===== config.mk =====
export PLATFORM = sky130hd
export DESIGN_NAME = dm_sba_axil_bridge
export DESIGN_NICKNAME = d
export VERILOG_FILES = /design/src/rtl/dm_pkg.sv /design/src/rtl/dm_sba_axil_bridge.sv
export SDC_FILE = /design/constraint.sdc
export NUM_CORES = 1
export LEC_CHECK = 0
export CORE_MARGIN = 2
export CORE_UTILIZATION = 30
export DETAILED_ROUTE_END_ITERATION = 12
export GPL_ROUTABILITY_DRIVEN = 0
export PLACE_DENSITY = 0.67
export RECOVER_POWER = 25
export SLEW_MARGIN = 10
export SYNTH_ARGS = -nofsm -noshare
export SYNTH_HDL_FRONTEND = slang
export SYNTH_SLANG_ARGS = --single-unit

===== constraint.sdc =====
create_clock -name clk_i -period 2.05 [get_ports clk_i]
set_input_delay 0.615 -clock clk_i [delete_from_list [all_inputs] [get_ports clk_i]]
set_output_delay 0.615 -clock clk_i [all_outputs]
set_load 0.005 [all_outputs]

===== src/rtl/dm_pkg.sv =====
// Shared debug-module types: state encoding and AXI response codes for the
// system-bus-access AXI4-Lite bridge.
package dm_pkg;

  typedef enum logic [2:0] {
    AxIdle,
    AxWrite,
    AxWaitB,
    AxRead,
    AxWaitR,
    AxResp
  } sba_axil_state_e;

  localparam logic [1:0] AxiRespOkay = 2'b00;

endpackage


===== src/rtl/dm_sba_axil_bridge.sv =====
// Converts each SBA req/gnt/r_valid access into exactly one AXI4-Lite transaction.
// Optional response timeout with late-beat sinking: define DM_SBA_AXIL_TIMEOUT_EN.
module dm_sba_axil_bridge
  import dm_pkg::*;
#(
  parameter int unsigned BusWidth      = 32,
  parameter int unsigned TimeoutCycles = 1024
) (
  input  logic                  clk_i,
  input  logic                  rst_ni,
  input  logic                  dmactive_i,
  input  logic                  req_i,
  input  logic [BusWidth-1:0]   add_i,
  input  logic                  we_i,
  input  logic [BusWidth-1:0]   wdata_i,
  input  logic [BusWidth/8-1:0] be_i,
  output logic                  gnt_o,
  output logic                  r_valid_o,
  output logic [BusWidth-1:0]   r_rdata_o,
  output logic                  r_err_o,
  output logic [BusWidth-1:0]   m_awaddr_o,
  output logic [2:0]            m_awprot_o,
  output logic                  m_awvalid_o,
  input  logic                  m_awready_i,
  output logic [BusWidth-1:0]   m_wdata_o,
  output logic [BusWidth/8-1:0] m_wstrb_o,
  output logic                  m_wvalid_o,
  input  logic                  m_wready_i,
  input  logic [1:0]            m_bresp_i,
  input  logic                  m_bvalid_i,
  output logic                  m_bready_o,
  output logic [BusWidth-1:0]   m_araddr_o,
  output logic [2:0]            m_arprot_o,
  output logic                  m_arvalid_o,
  input  logic                  m_arready_i,
  input  logic [BusWidth-1:0]   m_rdata_i,
  input  logic [1:0]            m_rresp_i,
  input  logic                  m_rvalid_i,
  output logic                  m_rready_o
);

  sba_axil_state_e       r_state, w_state_nxt;
  logic [BusWidth-1:0]   r_addr, r_wdata, r_rdata, w_rdata_nxt;
  logic [BusWidth/8-1:0] r_be;
  logic                  r_aw_done, r_w_done, r_err, r_quiet;
  logic                  w_aw_done_nxt, w_w_done_nxt, w_err_nxt;
  logic                  w_grant, w_busy, w_block;

  assign w_busy  = (r_state == AxWrite) || (r_state == AxWaitB) ||
                   (r_state == AxRead)  || (r_state == AxWaitR);
  assign w_grant = req_i && (r_state == AxIdle) && !w_block;
  assign gnt_o   = w_grant;

  assign m_awaddr_o = r_addr;
  assign m_araddr_o = r_addr;
  assign m_wdata_o  = r_wdata;
  assign m_wstrb_o  = r_be;
  assign m_awprot_o = 3'b000;
  assign m_arprot_o = 3'b000;
  assign r_rdata_o  = r_rdata;
  assign r_err_o    = r_err;

`ifdef DM_SBA_AXIL_TIMEOUT_EN
  localparam int unsigned CntW = $clog2(TimeoutCycles + 1);

  logic [CntW-1:0] r_cnt;
  logic            r_pend, r_pend_we;
  logic            w_rsp_done, w_tmo_fire, w_sink;

  assign w_rsp_done = ((r_state == AxWaitB) && m_bvalid_i) ||
                      ((r_state == AxWaitR) && m_rvalid_i);
  // A real response arriving on the last allowed cycle wins over the timeout.
  assign w_tmo_fire = w_busy && (r_cnt == CntW'(TimeoutCycles - 1)) && !w_rsp_done;
  assign w_sink     = (r_state == AxIdle) && r_pend &&
                      (r_pend_we ? m_bvalid_i : m_rvalid_i);
  assign w_block    = r_pend;

  always_ff @(posedge clk_i or negedge rst_ni) begin
    if (!rst_ni) begin
      r_cnt     <= '0;
      r_pend    <= 1'b0;
      r_pend_we <= 1'b0;
    end else begin
      r_cnt <= w_busy ? r_cnt + 1'b1 : '0;
      if (w_tmo_fire) begin
        r_pend    <= 1'b1;
        r_pend_we <= (r_state == AxWrite) || (r_state == AxWaitB);
      end else if (w_sink) begin
        r_pend <= 1'b0;
      end
    end
  end
`else
  assign w_block = 1'b0;
`endif

  always_comb begin
    w_state_nxt   = r_state;
    w_aw_done_nxt = r_aw_done;
    w_w_done_nxt  = r_w_done;
    w_rdata_nxt   = r_rdata;
    w_err_nxt     = r_err;
    m_awvalid_o   = 1'b0;
    m_wvalid_o    = 1'b0;
    m_bready_o    = 1'b0;
    m_arvalid_o   = 1'b0;
    m_rready_o    = 1'b0;
    r_valid_o     = 1'b0;
    case (r_state)
      AxIdle: begin
        if (w_grant) begin
          w_aw_done_nxt = 1'b0;
          w_w_done_nxt  = 1'b0;
          w_state_nxt   = we_i ? AxWrite : AxRead;
        end
      end
      AxWrite: begin
        // AW and W retire independently; valid is held only until its own handshake.
        m_awvalid_o   = ~r_aw_done;
        m_wvalid_o    = ~r_w_done;
        w_aw_done_nxt = r_aw_done | m_awready_i;
        w_w_done_nxt  = r_w_done | m_wready_i;
        if (w_aw_done_nxt && w_w_done_nxt) w_state_nxt = AxWaitB;
      end
      AxWaitB: begin
        m_bready_o = 1'b1;
        if (m_bvalid_i) begin
          w_rdata_nxt = '0;
          w_err_nxt   = (m_bresp_i != AxiRespOkay);
          w_state_nxt = AxResp;
        end
      end
      AxRead: begin
        m_arvalid_o = 1'b1;
        if (m_arready_i) w_state_nxt = AxWaitR;
      end
      AxWaitR: begin
        m_rready_o = 1'b1;
        if (m_rvalid_i) begin
          w_rdata_nxt = m_rdata_i;
          w_err_nxt   = (m_rresp_i != AxiRespOkay);
          w_state_nxt = AxResp;
        end
      end
      AxResp: begin
        r_valid_o   = dmactive_i && !r_quiet;
        w_state_nxt = AxIdle;
      end
      default: w_state_nxt = AxIdle;
    endcase
`ifdef DM_SBA_AXIL_TIMEOUT_EN
    if (w_tmo_fire) begin
      w_state_nxt = AxResp;
      w_rdata_nxt = '0;
      w_err_nxt   = 1'b1;
    end
    if ((r_state == AxIdle) && r_pend) begin
      m_bready_o = r_pend_we;
      m_rready_o = ~r_pend_we;
    end
`endif
  end

  always_ff @(posedge clk_i or negedge rst_ni) begin
    if (!rst_ni) begin
      r_state   <= AxIdle;
      r_addr    <= '0;
      r_wdata   <= '0;
      r_be      <= '0;
      r_aw_done <= 1'b0;
      r_w_done  <= 1'b0;
      r_rdata   <= '0;
      r_err     <= 1'b0;
      r_quiet   <= 1'b0;
    end else begin
      r_state   <= w_state_nxt;
      r_aw_done <= w_aw_done_nxt;
      r_w_done  <= w_w_done_nxt;
      r_rdata   <= w_rdata_nxt;
      r_err     <= w_err_nxt;
      if (w_grant) begin
        r_addr  <= add_i;
        r_wdata <= wdata_i;
        r_be    <= be_i;
      end
      // Any dmactive_i drop while the bus access is in flight silences its completion.
      if (!w_busy) r_quiet <= 1'b0;
      else if (!dmactive_i) r_quiet <= 1'b1;
    end
  end

endmodule


# Yosys cells after proc, flatten, opt, wreduce, memory -nomap -nowiden
# Cells that the tools add are included.
# Widths: inputs -> output; s select.
dict set report word_totals {
  ff_bits 107
  latchBits 0
  ramBits 0
  memories 0
  inputBits 114
  mem_bits_ro 0
}
dict set report classes {
  n_addsub 0
  mul 0
  shifts 0
  div 0
  n_reduce_logical 15
  n_bitwise 4
  eq_ne 11
  muxes 24
  order_cmp 0
}
# operator count
set op_table {}
lappend op_table {{$mux 32} 2}
lappend op_table {{$pmux 32 s2} 1}
lappend op_table {{$mux 3} 5}
lappend op_table {{$pmux 3 s5} 1}
lappend op_table {{$mux 1} 11}
lappend op_table {{$ne 2x2->1 const B} 5}
lappend op_table {{$reduce_bool 2->1} 4}
lappend op_table {{$eq 3x2->1 const B} 2}
lappend op_table {{$eq 3x3->1 const B} 2}
lappend op_table {{$pmux 1 s2} 3}
lappend op_table {{$reduce_and 5->1} 1}
lappend op_table {{$eq 3x1->1 const B} 1}
lappend op_table {{$logic_and 1x1->1} 3}
lappend op_table {{$logic_not 3->1} 1}
lappend op_table {{$logic_or 1x1->1} 3}
lappend op_table {{$reduce_and 3->1} 1}
lappend op_table {{$mux 2} 1}
lappend op_table {{$ne 2x1->1 const B} 1}
lappend op_table {{$not 1->1} 2}
lappend op_table {{$or 1x1->1} 2}
lappend op_table {{$reduce_and 2->1} 1}
lappend op_table {{$logic_not 1->1} 1}

# Logic depth before layout (Yosys ltp)
# Gate-level depths: netlist of the first run.
dict set report logic_depth {
  depth_word 5
  depth_mapped 6
  mapped_depth_nobuf 4
}

# Least setup slack after synthesis of the first run
# Ideal clock, no wire load.
dict set report synth_path {
  kind {input-to-output}
  start {input req_i}
  end {output gnt_o}
  required_ns 1.435
  setup_slack_ns 0.278
  path_stages 4
  arrival_ns 1.157
  n_path_buf 3
  path_cell_list {and3_1 -> buf_6 -> buf_6 -> buf_6}
}
dict set report synth_between {
  elab_chain_cells 1
}
# item line
set synth_lines {}
lappend synth_lines {{start: declaration} dm_sba_axil_bridge.sv:12} ;# input logic req_i,
lappend synth_lines {{$logic_and 1x1->1} dm_sba_axil_bridge.sv:51} ;# assign w_grant = req_i && (r_state == AxIdle) && !w_block;
lappend synth_lines {{end: declaration} dm_sba_axil_bridge.sv:17} ;# output logic gnt_o,
# Every way passes these cells.

# Final worst setup path of the first run
# Same ends and word-level chain as after synthesis.

==> results of run 1 <==
[area by class of cell]
type                            count  share of cell area (%)
Tap cell                          184                    3.15
Inverter                            2                   0.103
Clock inverter                      4                   0.702
Timing Repair Buffer              271                    37.1
Sequential cell                   107                    36.7
Clock buffer                       12                    3.24
Multi-Input combinational cell    151                    19.1
[per-layer routing]
layer / vias up / part of all wire [%] / GRT usage, %
met2: 153 / 51 / 23.8
met5: - / 0 / 0
met4: 0 / 1.8 / 5.29
met1: 1621 / 41 / 17.4
li1: 1518 / - / -
met3: 16 / 6.6 / 3.59
[cells by family after synthesis]
group	after synthesis	synth area share, %
AOI/OAI and AO/OA	48	8.71
muxes	68	18.1
DFF	107	60.7
and+or+nand+nor	29	3.29
buffers and inverters	59	9.08
other	1	0.0850
[sequential cells by signal (all words and copies together) (netlist names), 3 cells and up]
register / cells
m_wdata_o: 32
r_state: 3
r_rdata_o: 32
m_wstrb_o: 4
m_araddr_o: 32
[synthesized netlist by cell type]
cell type | instances | area [sq um]
a21o_1 | 1 | 7.51
a21oi_1 | 6 | 30.0
a221oi_1 | 2 | 17.5
a22o_1 | 32 | 280
a31o_2 | 1 | 8.76
and3_1 | 3 | 18.8
buf_2 | 11 | 55.1
buf_4 | 38 | 285
buf_6 | 3 | 33.8
clkbuf_1 | 5 | 18.8
conb_1 | 1 | 3.75
dfrtp_1 | 107 | 2680
inv_1 | 2 | 7.51
mux2_2 | 59 | 664
mux2_4 | 9 | 135
nand2_1 | 4 | 15.0
nand2b_1 | 2 | 12.5
nand3b_1 | 2 | 15.0
nor2_1 | 10 | 37.5
nor2b_1 | 1 | 6.26
nor3_1 | 5 | 25.0
nor3b_1 | 2 | 15.0
o21ai_0 | 2 | 10.0
o221ai_1 | 1 | 8.76
o22ai_1 | 1 | 6.26
o31ai_1 | 2 | 15.0
[through the flow]
stage | utilization, % | area [sq um] | hold slack (ns)
6_report | 50.7 | 7310 | 0.398
5_1_grt | 50.7 | 7310 | 0.440
4_1_cts | 50.5 | 7290 | 0.362
3_5_place_dp | 48.2 | 6950 | 0.487
3_3_place_gp | 48.2 | 6950 | 0.474
2_1_floorplan | - | 4430 | 0.319
[what timing repair did]
action / CTS / global route
pin swaps: 0 / 2
hold buffers: 0 / 0
buffers inserted: 4 / 0
endpoints found under the setup margin: 7 / 57
gates resized for setup: 19 / 10
[final timing paths]
path                                       end  slack (ns)  depth (start not counted)
min in group clk_i                     r_err_o        0.50                          2
worst max register to register  m_araddr_o[15]        0.10                          6
worst max-delay path                     gnt_o        0.03                          3
max in group asynchronous         r_rdata_o[1]        1.22                          2
worst min-delay path             m_araddr_o[0]        0.40                          2
worst min register to register         r_err_o        0.50                          2
[power groups by stage]
stage               Combinational, mW  Sequential (mW)  Clock [mW]
floorplan                        2.19             3.80           0
global placement                 5.04             3.77           0
detailed placement               5.11             3.80           0
CTS                              5.19             3.78        1.77
global route                     5.50             3.91        1.86
finish                           5.16             3.77        1.70
==> results by group, run 1 <==
Outcome
  • Outcome: complete, no violations

Cells and area
  • Post-route non-filler standard cell count: 731
  • Commonest non-fill, non-tap cell in the layout: clkdlybuf4s50_1
  • Final Net Count: 656
  • Layout area overhead: 65.7%
  • Fillers: 1248
  • Area of the multi-input gates: 0.00139 sq mm
  • Total area of sequential cells: 0.00268 sq mm
  • Diodes inserted: 0
  • Fraction of layout instances using a drive strength above 1: 20.7%
  • Most frequent cells in the layout: clkdlybuf4s50_1, dfrtp_1, mux2_2

Critical path
  • Crit Path Max Fanout: 2
  • WP data required: 1.43 ns
  • CP max-delay cell: clkdlybuf4s50_1
  • Critical R2R Launch: r_state[0]
  • Crit path kind: in -> out
  • Worst Path Buf+Inv: 2
  • Crit. End Element: output port
  • CP arrival: 1.41 ns
  • CP max stage delay: 0.49 ns
  • CP cell instances: clkdlybuf4s50_1, and3_4, buf_6
  • Startpoint Class: input port
  • CP Launch Point: req_i
  • Crit path max-delay family: buffers and inverters

Drt
  • Drt pass-1 iters: 4
  • Initial drt markers: 93
  • Total Wirelength: 11300 microns
  • Number of vias per cell: 4.53
  • WL/cell: 15.5 microns
  • DRC errors left: 0
  • Number of vias in the routed layout: 3308
  • Routed Antenna Nets: 0

Power and ir drop
  • Total power: 10.6 mW
  • Gate power share: 48.5%
  • Clock power share: 16.0%
  • Sw Pwr: 2.96 mW
  • Power Internal: 7.67 mW
  • VDD IR max: 0.622 mV
  • Power Density: 1450 mW/mm^2
  • Switching part of the total: 27.8%
  • Register share of total power: 35.5%
  • Leakage: 3.09 nW

Timing
  • Fin crit period: 2.02 ns
  • Clk_skew: 0.00498 ns
  • Worst slew pin tran: 0.572 ns
  • Part of the cycle the worst path needs: 98.6%
  • Final setup viols: 0
  • Setup TNS: 0 ns
  • Final worst slack: 0.0286 ns
  • Slew HR: 61.9%
  • Max Transition Viols Final: 0
  • Fmax: 495 MHz
  • Final hold violations: 0

GRT
  • Gr ovfl total: 0
  • Tot GR Track Use: 14.1%
  • Antenna violations before repair: 0
  • First-pass GRT wire length: 17600 microns
  • Largest net degree at the start of global routing: 108
  • Vias in the first global route: 3339

Clocking
  • Clock Latency Late Sink: 0.34 ns
  • Root buffer selected by CTS: clkbuf_16
  • H-tree depth: 3
  • TritonCTS clock tree: yes
  • Total clock buffers created by CTS: 9
  • Clock slew at reported path FFs: 0.07 ns
  • CTS sink cnt: 107
  • CTS max path bufs: 2

Floorplan
  • Die width: 125 microns
  • Chip height: 125 microns
  • Core area: 0.0144 sq mm
  • Initial core utilization: 30.6%
  • # IOs: 260
  • Die area: 0.0157 sq mm
  • Cell Rows: 44

Run
  • Maxcap violations: 0

Yosys
  • Seq/Total Area, Yosys: 60.7%
  • Yosys reg bits: 107
  • Cell Area, Synth: 0.00441 sq mm
  • Syn Area/Cell: 14.1 sq um
  • Yosys cell types: 26
  • Number of synthesis warnings: 0
  • Synth Instances: 312

Worst hold path
  • Hold Path Class: in -> async

Place
  • DP Worst Slack: -0.440 ns
  • HPWL after DPL: 8230 microns
  • Buffers added on ports: 253
  • Placed cells: 711
Power figures use the tool's default switching activity.
==> run 2, diff against run 1 <==
CELL_PAD_IN_SITES_DETAIL_PLACEMENT = 0   (was default)
CELL_PAD_IN_SITES_GLOBAL_PLACEMENT = 1   (was default)
CORE_UTILIZATION = 28   (was 30)
PLACE_DENSITY = 0.8   (was 0.67)
SKIP_CTS_REPAIR_TIMING = 1   (was default)
==> results by group, run 2 (same netlist as run 1, synthesis figures left out) <==
Timing
  • Final worst slack: -0.0318 ns
  • Fin crit period: 2.08 ns
  • Clk_skew: 0.00807 ns
  • Final hold violations: 0
  • Slew HR: 2.56%
  • Part of the cycle the worst path needs: 102%
  • Setup TNS: -0.0318 ns
  • Final setup viols: 1
  • RSZ-0062 raised after global routing: yes
  • Max Transition Viols Final: 0
  • Worst slew pin tran: 1.46 ns
  • Fmax: 480 MHz

Clocking
  • Root buffer selected by CTS: clkbuf_16
  • TritonCTS clock tree: yes
  • Clock Latency Late Sink: 0.34 ns
  • Clock slew at reported path FFs: 0.07 ns
  • Total clock buffers created by CTS: 9
  • H-tree depth: 3
  • CTS sink cnt: 107
  • CTS max path bufs: 2

Run
  • Maxcap violations: 0

Critical path
  • Crit Path Max Fanout: 2
  • WP data required: 1.43 ns
  • CP arrival: 1.47 ns
  • Reg2Reg Depth: 5
  • Flop-to-flop setup slack: 0.21 ns
  • Crit path kind: in -> out
  • R2r endpoint: m_wdata_o[20]
  • Crit. End Element: output port
  • Startpoint Class: input port
  • Critical R2R Launch: r_state[1]

Place
  • Buffers added on ports: 253
  • HPWL after DPL: 8550 microns
  • DP Worst Slack: -0.481 ns
  • Placed cells: 737

Floorplan
  • Chip height: 130 microns
  • Initial core utilization: 28.8%
  • Core area: 0.0153 sq mm
  • Cell Rows: 45
  • Die area: 0.0168 sq mm
  • Die width: 130 microns
  • # IOs: 260

Worst hold path
  • Hold Path Class: reg -> reg
  • Hold depth: 2
  • Hold Startpoint: r_err_o
  • Endpoint, Worst Hold: r_err_o

Drt
  • Number of vias in the routed layout: 3300
  • Total Wirelength: 11400 microns
  • Routed Antenna Nets: 0
  • Initial drt markers: 117
  • WL/cell: 15.2 microns
  • DRC errors left: 0
  • Number of vias per cell: 4.38
  • Drt pass-1 iters: 4

Cells and area
  • Diodes inserted: 0
  • Final Net Count: 651
  • Most frequent cells in the layout: clkdlybuf4s50_1, dfrtp_1, mux2_2
  • Layout area overhead: 65.0%
  • Commonest non-fill, non-tap cell in the layout: clkdlybuf4s50_1
  • Post-route non-filler standard cell count: 753
  • Fraction of layout instances using a drive strength above 1: 19.7%

GRT
  • Largest net degree at the start of global routing: 108
  • First-pass GRT wire length: 17200 microns
  • Tot GR Track Use: 13.3%
  • Vias in the first global route: 3311
  • Gr ovfl total: 0
  • Antenna violations before repair: 0

Power and ir drop
  • Total power: 10.5 mW
  • VDD IR max: 0.456 mV
  • Power Density: 1440 mW/mm^2
  • Leakage: 3.10 nW

Outcome
  • Outcome: finished, violations left
  • Failing checks: setup timing
## run 2: cell types whose count changed in the layout (fill, tap and decap cells not counted), moves of 2 or more
| cell | previous run | this run |
|---|---|---|
| clkbuf_2 | 0 | 3 |
| dlygate4sd2_1 | 4 | 0 |
| buf_4 | 13 | 9 |
| buf_6 | 2 | 0 |
| dfrtp_1 | 105 | 107 |
| clkbuf_1 | 4 | 2 |
| dfrtp_2 | 2 | 0 |
| clkbuf_4 | 0 | 2 |
| dlymetal6s2s_1 | 1 | 5 |
## run 2: critical path, stage by stage
cell and delay [ns]:
clkdlybuf4s50_1 0.46, nor2b_2 0.14, nand2_1 0.06, nor2_1 0.08
clkbuf_2 0.12
## run 2: routing by layer
| layer | global-route usage [%] | routed length, microns | vias to the layer above | share of wire [%] |
|---|---|---|---|---|
| li1 | - | - | 1512 | - |
| met1 | 15.7 | 4490 | 1599 | 39 |
| met5 | 0 | 0 | - | 0 |
| met3 | 3.39 | 954 | 20 | 8.3 |
| met4 | 6.58 | 323 | 0 | 2.8 |
| met2 | 22.4 | 5670 | 169 | 50 |
## run 2: stage by stage
stage / hold slack [ns] / instance area (sq um) / util, %
floorplan: 0.319 / 4430 / -
global placement: 0.475 / 6980 / 45.6
detailed placement: 0.479 / 6980 / 45.6
CTS: 0.363 / 7250 / 47.4
global route: 0.520 / 7280 / 47.5
finish: 0.497 / 7280 / 47.5
## run 2: worst max-delay path by stage
| stage | start | endpoint | slack (ns) |
|---|---|---|---|
| floorplan | req_i | gnt_o | 0.28 |
| global placement | req_i | gnt_o | -0.49 |
| detailed placement | req_i | gnt_o | -0.48 |
| CTS | req_i | gnt_o | -0.48 |
| global route | dmactive_i | r_valid_o | -0.11 |
| finish | dmactive_i | r_valid_o | -0.03 |
## run 2: power by group
part | leakage, nW | internal, mW | switching [mW] | total, mW
clock network | 0.133 | 0.856 | 0.739 | 1.60
logic | 1.65 | 3.53 | 1.59 | 5.12
registers | 1.32 | 3.12 | 0.628 | 3.75
## run 2: area by class of cell
type                            instances  area (sq um)
Inverter                                2          7.51
Clock inverter                          4          26.3
Fill cell                            1397          8040
Sequential cell                       107          2680
Timing Repair Buffer                  266          2660
Tap cell                              211           264
Multi-Input combinational cell        151          1390
Clock buffer                           12           246
